### config.mk
export PLATFORM = sky130hd
export DESIGN_NAME = riscv_mc_controller
export DESIGN_NICKNAME = d
export VERILOG_FILES = /design/src/rtl/riscv_mc_controller.sv
export SDC_FILE = /design/constraint.sdc
export NUM_CORES = 1
export LEC_CHECK = 0
export ABC_CLOCK_PERIOD_IN_PS = 4650
export BUFFER_PORTS_ARGS = -buffer_cell sky130_fd_sc_hd__buf_2
export CORE_MARGIN = 5
export CORE_UTILIZATION = 52
export DETAILED_ROUTE_END_ITERATION = 7
export PLACE_DENSITY_LB_ADDON = 0.1
export SETUP_SLACK_MARGIN = 0.15
export SLEW_MARGIN = 5
export SYNTH_ARGS = -nofsm -noshare
export SYNTH_HDL_FRONTEND = slang
export SYNTH_SLANG_ARGS = --single-unit
### constraint.sdc
create_clock -name clk_i -period 4.65 [get_ports clk_i]
set_input_delay 0.6975 -clock clk_i [delete_from_list [all_inputs] [get_ports clk_i]]
set_output_delay 0.6975 -clock clk_i [all_outputs]
set_load 0.03 [all_outputs]
### src/rtl/riscv_mc_controller.sv
// rtl/riscv_mc_controller.sv - multi-cycle RV32I control FSM with shared memory port arbitration
// Sequences FETCH/DECODE/EXEC/MEM/WB, drives datapath strobes, counts retires, traps on bad opcode or memory timeout.
module riscv_mc_controller #(
  parameter int MEM_TIMEOUT = 16,
  parameter int CNT_W       = 32
) (
  input  logic             clk_i,
  input  logic             reset_i,
  input  logic             run_i,
  input  logic [31:0]      instr_i,
  input  logic             zero_i,
  input  logic             mem_ready_i,
  output logic             mem_req_o,
  output logic             mem_we_o,
  output logic             iord_o,
  output logic             ir_we_o,
  output logic             pc_we_o,
  output logic             pc_src_o,
  output logic [3:0]       alu_op_o,
  output logic             alu_src_b_o,
  output logic             reg_we_o,
  output logic             wb_sel_o,
  output logic [2:0]       state_o,
  output logic [CNT_W-1:0] retired_o,
  output logic             trap_o,
  output logic [1:0]       trap_cause_o
);

  typedef enum logic [2:0] {
    S_IDLE   = 3'd0,
    S_FETCH  = 3'd1,
    S_DECODE = 3'd2,
    S_EXEC   = 3'd3,
    S_MEM    = 3'd4,
    S_WB     = 3'd5,
    S_TRAP   = 3'd7
  } state_t;

  localparam logic [6:0] OP_R  = 7'b0110011;
  localparam logic [6:0] OP_I  = 7'b0010011;
  localparam logic [6:0] OP_LW = 7'b0000011;
  localparam logic [6:0] OP_SW = 7'b0100011;
  localparam logic [6:0] OP_BR = 7'b1100011;

  // Counter only has to hold values up to MEM_TIMEOUT-1.
  localparam int TW = (MEM_TIMEOUT > 2) ? $clog2(MEM_TIMEOUT) : 1;
  localparam logic [TW-1:0] TO_LAST = TW'(MEM_TIMEOUT - 1);

  state_t           state_q, state_d;
  logic [TW-1:0]    to_cnt_q, to_cnt_d;
  logic [CNT_W-1:0] retired_q;
  logic             trap_q;
  logic [1:0]       cause_q, cause_d;
  logic             retire;

  logic [6:0] opcode;
  logic [2:0] funct3;
  logic       is_r, is_i, is_lw, is_sw, is_br, legal;
  logic [3:0] alu_op_dec;
  logic       unused_instr_bits;

  assign opcode = instr_i[6:0];
  assign funct3 = instr_i[14:12];
  assign is_r   = (opcode == OP_R);
  assign is_i   = (opcode == OP_I);
  assign is_lw  = (opcode == OP_LW);
  assign is_sw  = (opcode == OP_SW);
  assign is_br  = (opcode == OP_BR);
  assign legal  = is_r | is_i | is_lw | is_sw | is_br;
  assign unused_instr_bits = ^{instr_i[31], instr_i[29:15], instr_i[11:7]};

  // ALU control decoded from the IR; the IR is stable from DECODE through WB so alu_op is too.
  always_comb begin
    alu_op_dec = 4'b0000;
    if (is_r)       alu_op_dec = {instr_i[30], funct3};
    else if (is_i)  alu_op_dec = {instr_i[30] & (funct3 == 3'b101), funct3};
    else if (is_br) alu_op_dec = 4'b1000;
  end

  // Next-state and strobe decode; memory strobes stay constant for the whole request until ready.
  always_comb begin
    state_d     = state_q;
    to_cnt_d    = '0;
    cause_d     = cause_q;
    retire      = 1'b0;
    mem_req_o   = 1'b0;
    mem_we_o    = 1'b0;
    iord_o      = 1'b0;
    ir_we_o     = 1'b0;
    pc_we_o     = 1'b0;
    pc_src_o    = 1'b0;
    alu_op_o    = 4'b0000;
    alu_src_b_o = 1'b0;
    reg_we_o    = 1'b0;
    wb_sel_o    = 1'b0;
    case (state_q)
      S_IDLE: begin
        if (run_i) state_d = S_FETCH;
      end
      S_FETCH: begin
        mem_req_o = 1'b1;
        if (mem_ready_i) begin
          ir_we_o = 1'b1;
          pc_we_o = 1'b1;
          state_d = S_DECODE;
        end else if (to_cnt_q == TO_LAST) begin
          state_d = S_TRAP;
          cause_d = 2'b10;
        end else begin
          to_cnt_d = to_cnt_q + 1'b1;
        end
      end
      S_DECODE: begin
        alu_op_o = alu_op_dec;
        if (legal) begin
          state_d = S_EXEC;
        end else begin
          state_d = S_TRAP;
          cause_d = 2'b01;
        end
      end
      S_EXEC: begin
        alu_op_o    = alu_op_dec;
        alu_src_b_o = ~(is_r | is_br);
        if (is_r || is_i) begin
          state_d = S_WB;
        end else if (is_lw || is_sw) begin
          state_d = S_MEM;
        end else if (is_br) begin
          if (zero_i ^ instr_i[12]) begin
            pc_we_o  = 1'b1;
            pc_src_o = 1'b1;
          end
          retire  = 1'b1;
          state_d = run_i ? S_FETCH : S_IDLE;
        end else begin
          state_d = S_TRAP;
          cause_d = 2'b01;
        end
      end
      S_MEM: begin
        alu_op_o  = alu_op_dec;
        mem_req_o = 1'b1;
        iord_o    = 1'b1;
        mem_we_o  = is_sw;
        if (mem_ready_i) begin
          if (is_sw) begin
            retire  = 1'b1;
            state_d = run_i ? S_FETCH : S_IDLE;
          end else begin
            state_d = S_WB;
          end
        end else if (to_cnt_q == TO_LAST) begin
          state_d = S_TRAP;
          cause_d = 2'b10;
        end else begin
          to_cnt_d = to_cnt_q + 1'b1;
        end
      end
      S_WB: begin
        alu_op_o = alu_op_dec;
        reg_we_o = 1'b1;
        wb_sel_o = is_lw;
        retire   = 1'b1;
        state_d  = run_i ? S_FETCH : S_IDLE;
      end
      S_TRAP: begin
        state_d = S_TRAP;
      end
      default: begin
        state_d = S_IDLE;
      end
    endcase
  end

  // State, timeout counter, retire counter and sticky trap registers.
  always_ff @(posedge clk_i) begin
    if (!reset_i) begin
      state_q   <= S_IDLE;
      to_cnt_q  <= '0;
      retired_q <= '0;
      trap_q    <= 1'b0;
      cause_q   <= 2'b00;
    end else begin
      state_q   <= state_d;
      to_cnt_q  <= to_cnt_d;
      retired_q <= retired_q + CNT_W'(retire);
      trap_q    <= trap_q | (state_d == S_TRAP);
      cause_q   <= cause_d;
    end
  end

  assign state_o      = state_q;
  assign retired_o    = retired_q;
  assign trap_o       = trap_q;
  assign trap_cause_o = cause_q;

endmodule

## Yosys cells after proc, flatten, opt, wreduce, memory -nomap -nowiden

Cells that the tools add are included.

| cells by class | value |
|---|---|
| add/subtract/negate cells | 2 |
| $mul | 0 |
| div/mod/pow operators | 0 |
| $lt $le $gt $ge | 0 |
| eq/ne operators | 20 |
| shift operators | 0 |
| multiplexer cells | 42 |
| bitwise gates (word level) | 11 |
| reduce and logical (&&, ||, !) cells | 8 |

Operator list:

| operator | count |
|---|---|
| $add A32 B1 Y32 | 1 |
| $mux W3 | 9 |
| $pmux W3 S7 | 1 |
| $mux W1 | 19 |
| $mux W4 | 4 |
| $eq A3 B3 Y1 const B | 5 |
| $eq A7 B6 Y1 const B | 2 |
| $mux W2 | 6 |
| $ne A2 B2 Y1 const B | 5 |
| $reduce_or A4 Y1 | 2 |
| $eq A7 B2 Y1 const B | 1 |
| $eq A7 B5 Y1 const B | 1 |
| $eq A7 B7 Y1 const B | 1 |
| $reduce_and A7 Y1 | 1 |
| $eq A3 B2 Y1 const B | 2 |
| $or A1 B1 Y1 | 6 |
| $pmux W2 S3 | 1 |
| $add A4 B1 Y4 const B | 1 |
| $eq A4 B4 Y1 const B | 1 |
| $eq A3 B1 Y1 const B | 1 |
| $logic_not A3 Y1 | 1 |
| $not A1 Y1 | 3 |
| $pmux W1 S3 | 1 |
| $reduce_bool A3 Y1 | 1 |
| other kinds (6) | 7 |

| word-level totals | value |
|---|---|
| flip-flop bits (word level) | 42 |
| bits in latches | 0 |
| memory bits (writable) | 0 |
| bits in read-only memories | 0 |
| input bits | 37 |
| output and inout port bits | 51 |
| memories kept | 0 |

## Depth between registers and ports, before layout

Gate-level depths: netlist (run 1).

| logic depth | value |
|---|---|
| word-level depth | 9 |
| mapped depth | 13 |

## Worst setup path after synthesis (run 1)

No wires, ideal clock.

| path | value |
|---|---|
| path kind | input port to flip-flop |
| from | input instr_i[3] |
| to | register retired_q[30] (netlist: retired_o[30]) |
| setup time | 70 ps |
| data arrival time | 3308 ps |
| setup slack | 1272 ps |
| stages | 10 |
| buffers on the path | 1 |
| cells stage by stage | nor4bb_1 -> nand3_1 -> o21ai_0 -> ha_1 -> ha_1 -> inv_1 -> or4_1 -> clkbuf_1 -> or4_1 -> a21oi_1 |

| between the ends | value |
|---|---|
| cells in the longest elaborated chain, start to end | 6 |
| elaborated cells on any way between the ends | 14 |

RTL lines:

| item | RTL line | source |
|---|---|---|
| from (decl) | 10 | `input logic [31:0] instr_i,` |
| $eq A7 B7 Y1, or another cell as far along | 68 | `assign is_br = (opcode == OP_BR);` |
| $mux W1 or $logic_or A1 B1 Y1 (tied branches) | 129, 127 |  |
| $mux W1 | 127 | `end else if (is_lw \|\| is_sw) begin` |
| $mux W1 | 125 | `if (is_r \|\| is_i) begin` |
| $pmux W1 S3 * | 96 | `case (state_q)` |
| $add A32 B1 Y32 * | 187 | `retired_q <= retired_q + CNT_W'(retire);` |
| to (signal assigned) | 187 |  |
| to (decl) | 51 | `logic [CNT_W-1:0] retired_q;` |

Every way passes the cells marked *; elsewhere a longest branch is shown, timed or not.
A chain may end at the register's enable or synchronous reset.

## Final worst setup path (run 1)

Same ends and word-level chain as after synthesis.

==> results.txt, run 1 <==
The die span in y was 75.4 µm; the number of flops mapped to enable cells by yosys was 0. The number of rows created at floorplan was 23. During I/O placement, the number of pins put on the boundary was 88. The run gives 2220 µm² as the cell area after technology mapping. VDD sags by at most 0.240 mV. The width of the chip was 75.4 µm. By area the synthesized netlist is led by dfxtp_1 (38%), a21oi_1 (5.0%), o31ai_1 (4.1%).

The run gives 311 as the net count after synthesis. The run finished with clean final reports. Setup total negative slack on the finished layout was measured at 0 ps. The worst-case clock buffer depth is 2, and the initial core utilization is 54.4%.

Top cell type's share of synthesized area: 37.8%. After synthesis, the most frequently instantiated cells are dfxtp_1 (42), a21oi_1 (22), nor2_1 (20). TritonCTS created 5 clock buffers. The total count of hold-check failures in the final report is 0, and the multi-input logic area is 1280 µm².

The fraction of final layout cells sized beyond drive strength 1 was 24.2%. Summed over all layers, the global routing overflow is 0. Across all hold checks on the routed design, the worst slack comes to 451 ps. The deepest level of the CTS H-tree was 2; the share of async-settable or async-resettable flops after synthesis was 0%. Later-pin clock latency in the skew report: 290 ps. The count of final max-slew check failures came out at 0.

Setup repair after global routing left no endpoint under its margin. The number of clock sinks seen by CTS is 42, and the post-route minimum period is 3680 ps. For the pin with the worst max-slew slack, the measured transition is 589 ps. The pre-antenna-repair detailed-routing pass consisted of 4 iterations. The detailed-route wire length per cell was 14.2 µm.

Averaged over all synthesized cells, the footprint is 8.23 µm². For the final clock skew, the log shows 7.91 ps. During synthesis, Yosys emitted a total of 0 warnings.

Fill cells in the final layout number 347. Data on the critical path is required at its endpoint by 4870 ps. The run gives 5680 µm² as the die area. Setup violations remaining at the end of the flow were counted as 0. The number of placed instances, taps included, is 373. In this run, synthesis produced a sequential element count of 42. The run gives 37.8% as the sequential area share after synthesis. The run gives 0 as the number of antenna violations at the first check in global routing.

The vias after detailed routing is 2,216, and the max capacitance violation total is 0. The type of the worst setup path is in2reg. Dominant cell by count in the synthesized netlist: dfxtp_1. At the worst endpoint, the arrival time is 3890 ps.

The worst setup path is launched from an input port. Measured against its own limit, the worst slew margin works out to 60.7%. At the end of routability-driven placement, the weighted congestion stood at 0.910. The cell sitting at the root of the clock tree is a clkbuf_8. The pin count of the biggest net entering global routing came out at 29. In the routed design, unresolved DRC markers number 0. From synthesis to final layout, the design area changed by 19.4%.

In the routed layout, each cell is associated on average with a via count of 5.82. Global routing consumed, over all layers together, 19.8% of the routing resources. Summing all flip-flop and latch instances after layout gives 841 µm². Synthesis produced 270 cells.

After clock tree synthesis, the setup repair step added 0 buffers. The peak fanout along the critical path was 20; the global-route wire length before repair was 8.86 mm. For this run, the top clock speed supported by timing is 272 MHz.

TritonCTS built the clock tree. The final period utilization was 79.1%; the count of input and output buffers was 66. Counting distinct cell types in the post-synthesis netlist gives 46. For the via count of the first global-routing pass, the log shows 1,971.

Classification of the worst-slack hold path: reg2reg. Count of instances resized after the clock tree is built: 0. The count of nets left with antenna violations after detail routing is 0, and the filler-free cell count of the finished design is 381. The worst setup path is captured at a register. Detailed placement finished with a half-perimeter wire length of 3.95 mm.

After floorplanning, the core was sized to cover 4090 µm². Wires add up to 5.43 mm. For this design the static power due to leakage is 1.05 nW. 0 antenna diodes ended up in the layout. The number of hold buffers added after CTS came out at 0. The primary flip-flop cell chosen by synthesis mapping is dfxtp_1. In the final design database the tool counted 371 nets. The cell taking the most area after synthesis is dfxtp_1.

For this block, the initial DRC count from the detailed router was 118. After clock tree synthesis, the clock-pin slew on the worst setup and hold paths is 70 ps. The power density normalized to cell area works out to 299 nW/µm².
-- layout by cell type (no fill, tap or decap), types with 4 or more instances in the layout --
cell / synthesis / layout
ha_1: 4 / 4
o31ai_1: 12 / 12
nand2_1: 15 / 15
dfxtp_1: 42 / 42
a21oi_1: 22 / 22
nor2_1: 20 / 20
or3_1: 9 / 9
and2_1: 6 / 6
nand4_1: 5 / 5
a211oi_1: 4 / 4
o21ai_0: 16 / 16
or4_1: 12 / 12
nand2b_1: 8 / 8
nand3_1: 14 / 14
nor2b_1: 4 / 4
xnor2_1: 8 / 8
clkbuf_8: 0 / 6
buf_2: 1 / 66
nor3_1: 5 / 5
inv_1: 9 / 9
nor4_1: 4 / 4
xor2_1: 4 / 4
-- stage by stage --
stage | setup WS (ps) | power [mW] | instance area, µm² | utilization, %
6_report | 974 | 0.794 | 2650 | 64.9
4_1_cts | 982 | 0.800 | 2650 | 64.9
5_1_grt | 766 | 0.836 | 2650 | 64.9
3_5_place_dp | 673 | 0.561 | 2560 | 62.7
3_3_place_gp | 783 | 0.559 | 2560 | 62.7
2_1_floorplan | 1270 | 0.512 | 2220 | -
-- worst max-delay path, stage by stage --
cell and delay [ps]:
buf_2 110, or4bb_1 580, nor3_1 240, o211ai_1 110, o21ai_0 110, ha_1 230
ha_1 220, inv_1 90, or4_1 830, or4_1 510, a21oi_1 150
-- sequential cells by signal, summed over array words and instances, names as in the netlist --
register	flops
trap_cause_o	2
state_o	3
to_cnt_q	4
retired_o	32
trap_o	1
-- area by class of cell --
type | count | area share, %
Inverter | 10 | 1.41
Multi-Input combinational cell | 204 | 48.4
Clock buffer | 7 | 3.25
Timing Repair Buffer | 67 | 12.7
Tap cell | 50 | 2.36
Clock inverter | 1 | 0.189
Sequential cell | 42 | 31.7
-- routing by layer --
metal,vias to the layer above,GRT usage [%],share of wire (%)
met5,-,0,0
met4,0,5.24,1.0
met3,5,4.75,5.6
met2,61,33.3,49
met1,1029,25.4,44
li1,1121,-,-
-- cell families (layout without fill, tap and decap cells) --
family	count (synthesis)	in the layout	share of synthesized area, %
AO/OA/AOI/OAI	69	69	19.4
XOR/XNOR	12	12	4.73
adder cells (fa/ha/maj)	4	4	2.25
buffers and inverters	24	85	4.45
flip-flops	42	42	37.8
multiplexers	1	1	0.450
AND/OR/NAND/NOR	118	118	31.0
-- path summary, 6_finish.rpt --
kind | from | to | slack (ps) | cells past startpoint
setup reg to reg | state_o[0] | retired_o[30] | 1320 | 9
hold / removal | to_cnt_q[0] | to_cnt_q[0] | 450 | 1
hold reg to reg | to_cnt_q[0] | to_cnt_q[0] | 450 | 1
setup / recovery | instr_i[3] | retired_o[30] | 970 | 11
-- report_power, final --
part | internal (mW) | switching (mW) | total, mW
Combinational | 0.0530 | 0.106 | 0.159
Sequential | 0.371 | 0.0237 | 0.395
Clock | 0.120 | 0.121 | 0.240
Note: power is estimated with default switching activity, not from simulation.
==> inputs of run 2 (changes only) <==
Settings changed: ABC_AREA set to 1, ABC_CLOCK_PERIOD_IN_PS 4650 to 3400, CORE_UTILIZATION 52 to 50.
Clock period 4.65 ns to 3.4 ns, I/O delays scaled along.
==> results.txt, run 2 <==
The run gives 0 as the number of hold buffers added after CTS. Measured against the total synthesized area, the mux share comes to 0%. The count of instances resized after the clock tree is built was 0; the peak clock frequency supported by timing was 370 MHz. The clock period could shrink to 2700 ps. The classification of the worst-slack hold path was reg2reg.

The HPWL after detailed placement is 5.23 mm, and the net count after synthesis is 427. The pin count of the biggest net entering global routing was 28; the number of flops mapped to enable cells by yosys was 0. Buffers placed on the I/O ports in this run total 66.

The detailed-route wire length per cell came out at 12.6 µm. The netlist uses 30 different library cells. Before CTS, the worst setup slack after placement is 503 ps.

The root buffer cell was clkbuf_8. Across the run, the number of max-cap violations was 0. Setup repair after global routing left no endpoint under its margin. The count of nets left with antenna violations once routing finished came out at 0. The clock transition at the register clock pins on the worst setup and hold paths after CTS was 80 ps. The data required time of the critical path is 3590 ps.

The final period utilization works out to 79.5%. The worst relative slew slack was 72.8%. Including well taps, the total number of placed cells is 518. In this run the deepest clock path goes through 2 buffers. The transition at the pin with the smallest max-transition slack is 405 ps.

The logs give 2,460 for the via count of the first global-routing pass and 0.519 mW for the switching power. Initial core utilization: 51.8%. The synthesized-area fraction occupied by and/or/nand/nor cells is 40.9%. In the post-route analysis, the smallest setup slack over all paths is 698 ps.

Clock latency on the worst-skew pair, taken at its later pin, is 290 ps. In the layout the commonest cells are nand2_1 (96), buf_2 (66), nor2_1 (55). The die span in y is 80.2 µm.

The overall track demand over capacity in global routing came out at 21.8%. Wires add up to 6.64 mm. The clock drives 42 sinks. Of all flip-flops after synthesis, the portion carrying an async set or reset was 0%. The deepest level of the CTS H-tree is 2, and the power density normalized to cell area is 467 nW/µm². The logs give 5 for the number of buffers inserted during clock tree synthesis and 0 for the synthesis warning total. Measured along the x axis, the die boundary spans 80.2 µm.

Sequential cells were found to cover 34.2% of the synthesized design area. Summing the areas of all compound-gate instances in the mapped netlist gives 10.0% of the synthesized area. The total count of hold-check failures in the final report is 0. Cell taking the most area after synthesis: dfxtp_1.

The average cell area after synthesis is 6.38 µm², and the xor and xnor area share after synthesis is 3.56%. STA classifies the critical path startpoint as a register. Yosys instantiated no cell more often than nand2_1. TritonCTS built the clock tree. Of all nets on the critical path, the largest fanout is 7. The run finished with clean final reports.

The count of routing violations after the opening detailed-route iteration is 239. The proportion of power drawn by flip-flops and latches was 40.1%; the number of top-level design ports was 88. The cell area that synthesis handed to floorplanning was 2460 µm².

For the combinational cell fraction of total power, the log shows 31.8%. Ranked by total cell area, the synthesized netlist is headed by dfxtp_1 (34%), nand2_1 (15%), nor2_1 (8.4%). Detailed routing inserted a total of 2,646 vias.

The sequential cell area came out at 841 µm². The internal power summed over all cells was 0.879 mW; the accumulated negative setup slack was 0 ps. Leaving out fill and tap cells, the most frequent cell in the layout is nand2_1. Of the total power, the share spent switching nets is 37.1%. The die covers 6430 µm². Of the total power, the clock network draws 28.1%.

Data arrives at the worst endpoint at 2900 ps. Synthesis inferred 42 register bits. Once the clock tree was built, the setup fixing pass inserted 0 buffers. For the post-layout net count, the log shows 499. For this run the aggregate overflow at the end of global routing stands at 0.

Dominant combinational cell family by area after synthesis: simple AND/OR/NAND/NOR gates. From synthesis to final layout, the design area changed by 21.5%. Using the TritonRoute via totals, the vias-per-cell ratio works out to 5.03. Number of antenna violations at the first check in global routing: 0. The multi-input logic area is 1390 µm². The count of final max-slew check failures is 0. The run gives 3.58 ps as the final clock skew.

STA classifies the critical path endpoint as a register. The first global-routing pass estimated 11.2 mm of wire. At the end of routability-driven placement, the weighted congestion stood at 0.916. The top cell type's share of synthesized area came out at 34.2%.

The register with the most flip-flops in the layout has 32 of them. Number of antenna diodes: 0. The finished layout holds 526 standard cells, fillers aside. The area of the core region came out at 4750 µm². Setup violations remaining at the end of the flow were counted as 0. IR analysis of the VDD net gives a maximum drop of 0.241 mV. For this run, the leading register cell type out of synthesis is dfxtp_1.

The adder-cell share of the synthesized area is 2.03%. In the synthesized netlist, the cells that appear most often are nand2_1 (96), nor2_1 (55), inv_1 (52). The first detailed-routing pass ran for 6 iterations.

After detailed routing, the number of remaining DRC violations is 0. The number of rows created at floorplan is 25. In the final layout, the share of cells above drive strength 1 is 21.4%. The synthesized instance count was 386. For this design the static power due to leakage is 1.32 nW. The type of the worst setup path was reg2reg. The tools report the number of inserted filler cells in the final layout as 467.
[run 2: changes by cell type after synthesis, sizes merged, moves of 8 or more]
cell,previous run,this run
o21ai,16,8
nand2b,8,0
o31ai,12,0
nand3,14,29
nand2,15,98
or3,9,0
or4,13,0
inv,10,57
nor3,5,19
nor2,20,63
[run 2: per-stage QoR]
stage | hold slack [ps] | util (%) | cell area, µm² | power, mW
floorplan | 418 | - | 2460 | 0.887
global placement | 428 | 60.6 | 2880 | 1.01
detailed placement | 433 | 60.6 | 2880 | 1.01
CTS | 446 | 62.9 | 2990 | 1.41
global route | 477 | 62.9 | 2990 | 1.48
finish | 444 | 62.9 | 2990 | 1.40
[run 2: path summary, 6_finish.rpt]
kind	from	endpoint	slack, ps	cells after the start
worst max-delay path	state_o[0]	retired_o[18]	700	18
worst min-delay path	trap_o	trap_o	440	2
worst max register to register	state_o[0]	retired_o[18]	700	18
worst min register to register	trap_o	trap_o	440	2
[run 2: critical path, cell delays in order (launching register included)]
cell	delay, ps
dfxtp_1	450
nand2_1	80
nor2_1	90
buf_4	150
nand3_1	160
o21ai_0	120
o22ai_1	110
inv_1	70
ha_1	210
ha_1	200
nand3_2	130
inv_2	120
nand2_1	100
nor2_1	160
nand3_1	100
nor2_1	130
nand3_1	90
nand2_1	70
nor2_1	40
[run 2: power groups by stage]
stage | clock network, mW | registers (mW) | logic (mW)
floorplan | 0 | 0.618 | 0.269
global placement | 0 | 0.571 | 0.439
detailed placement | 0 | 0.571 | 0.443
CTS | 0.403 | 0.559 | 0.444
global route | 0.429 | 0.566 | 0.489
finish | 0.393 | 0.560 | 0.444
[run 2: kinds of logic after synthesis]
| family | count (synthesis) |
|---|---|
| XOR/XNOR | 10 |
| buffers and inverters | 61 |
| AND/OR/NAND/NOR | 224 |
| AO/OA/AOI/OAI | 45 |
| adder cells (fa/ha/maj) | 4 |
| flip-flops | 42 |
[run 2: area by class of cell]
type,count,area share [%]
Tap cell,67,2.80
Timing Repair Buffer,68,11.6
Clock buffer,6,2.43
Multi-Input combinational cell,283,46.5
Inverter,58,7.28
Clock inverter,2,1.26
Sequential cell,42,28.1
[run 2: per-layer routing]
metal  track usage [%]  share of wire [%]  vias up
li1                  -                  -     1373
met3              4.60                8.5       14
met2              33.6                 42      106
met4              5.24                1.5        0
met1              31.0                 48     1153
met5                 0                  0        -
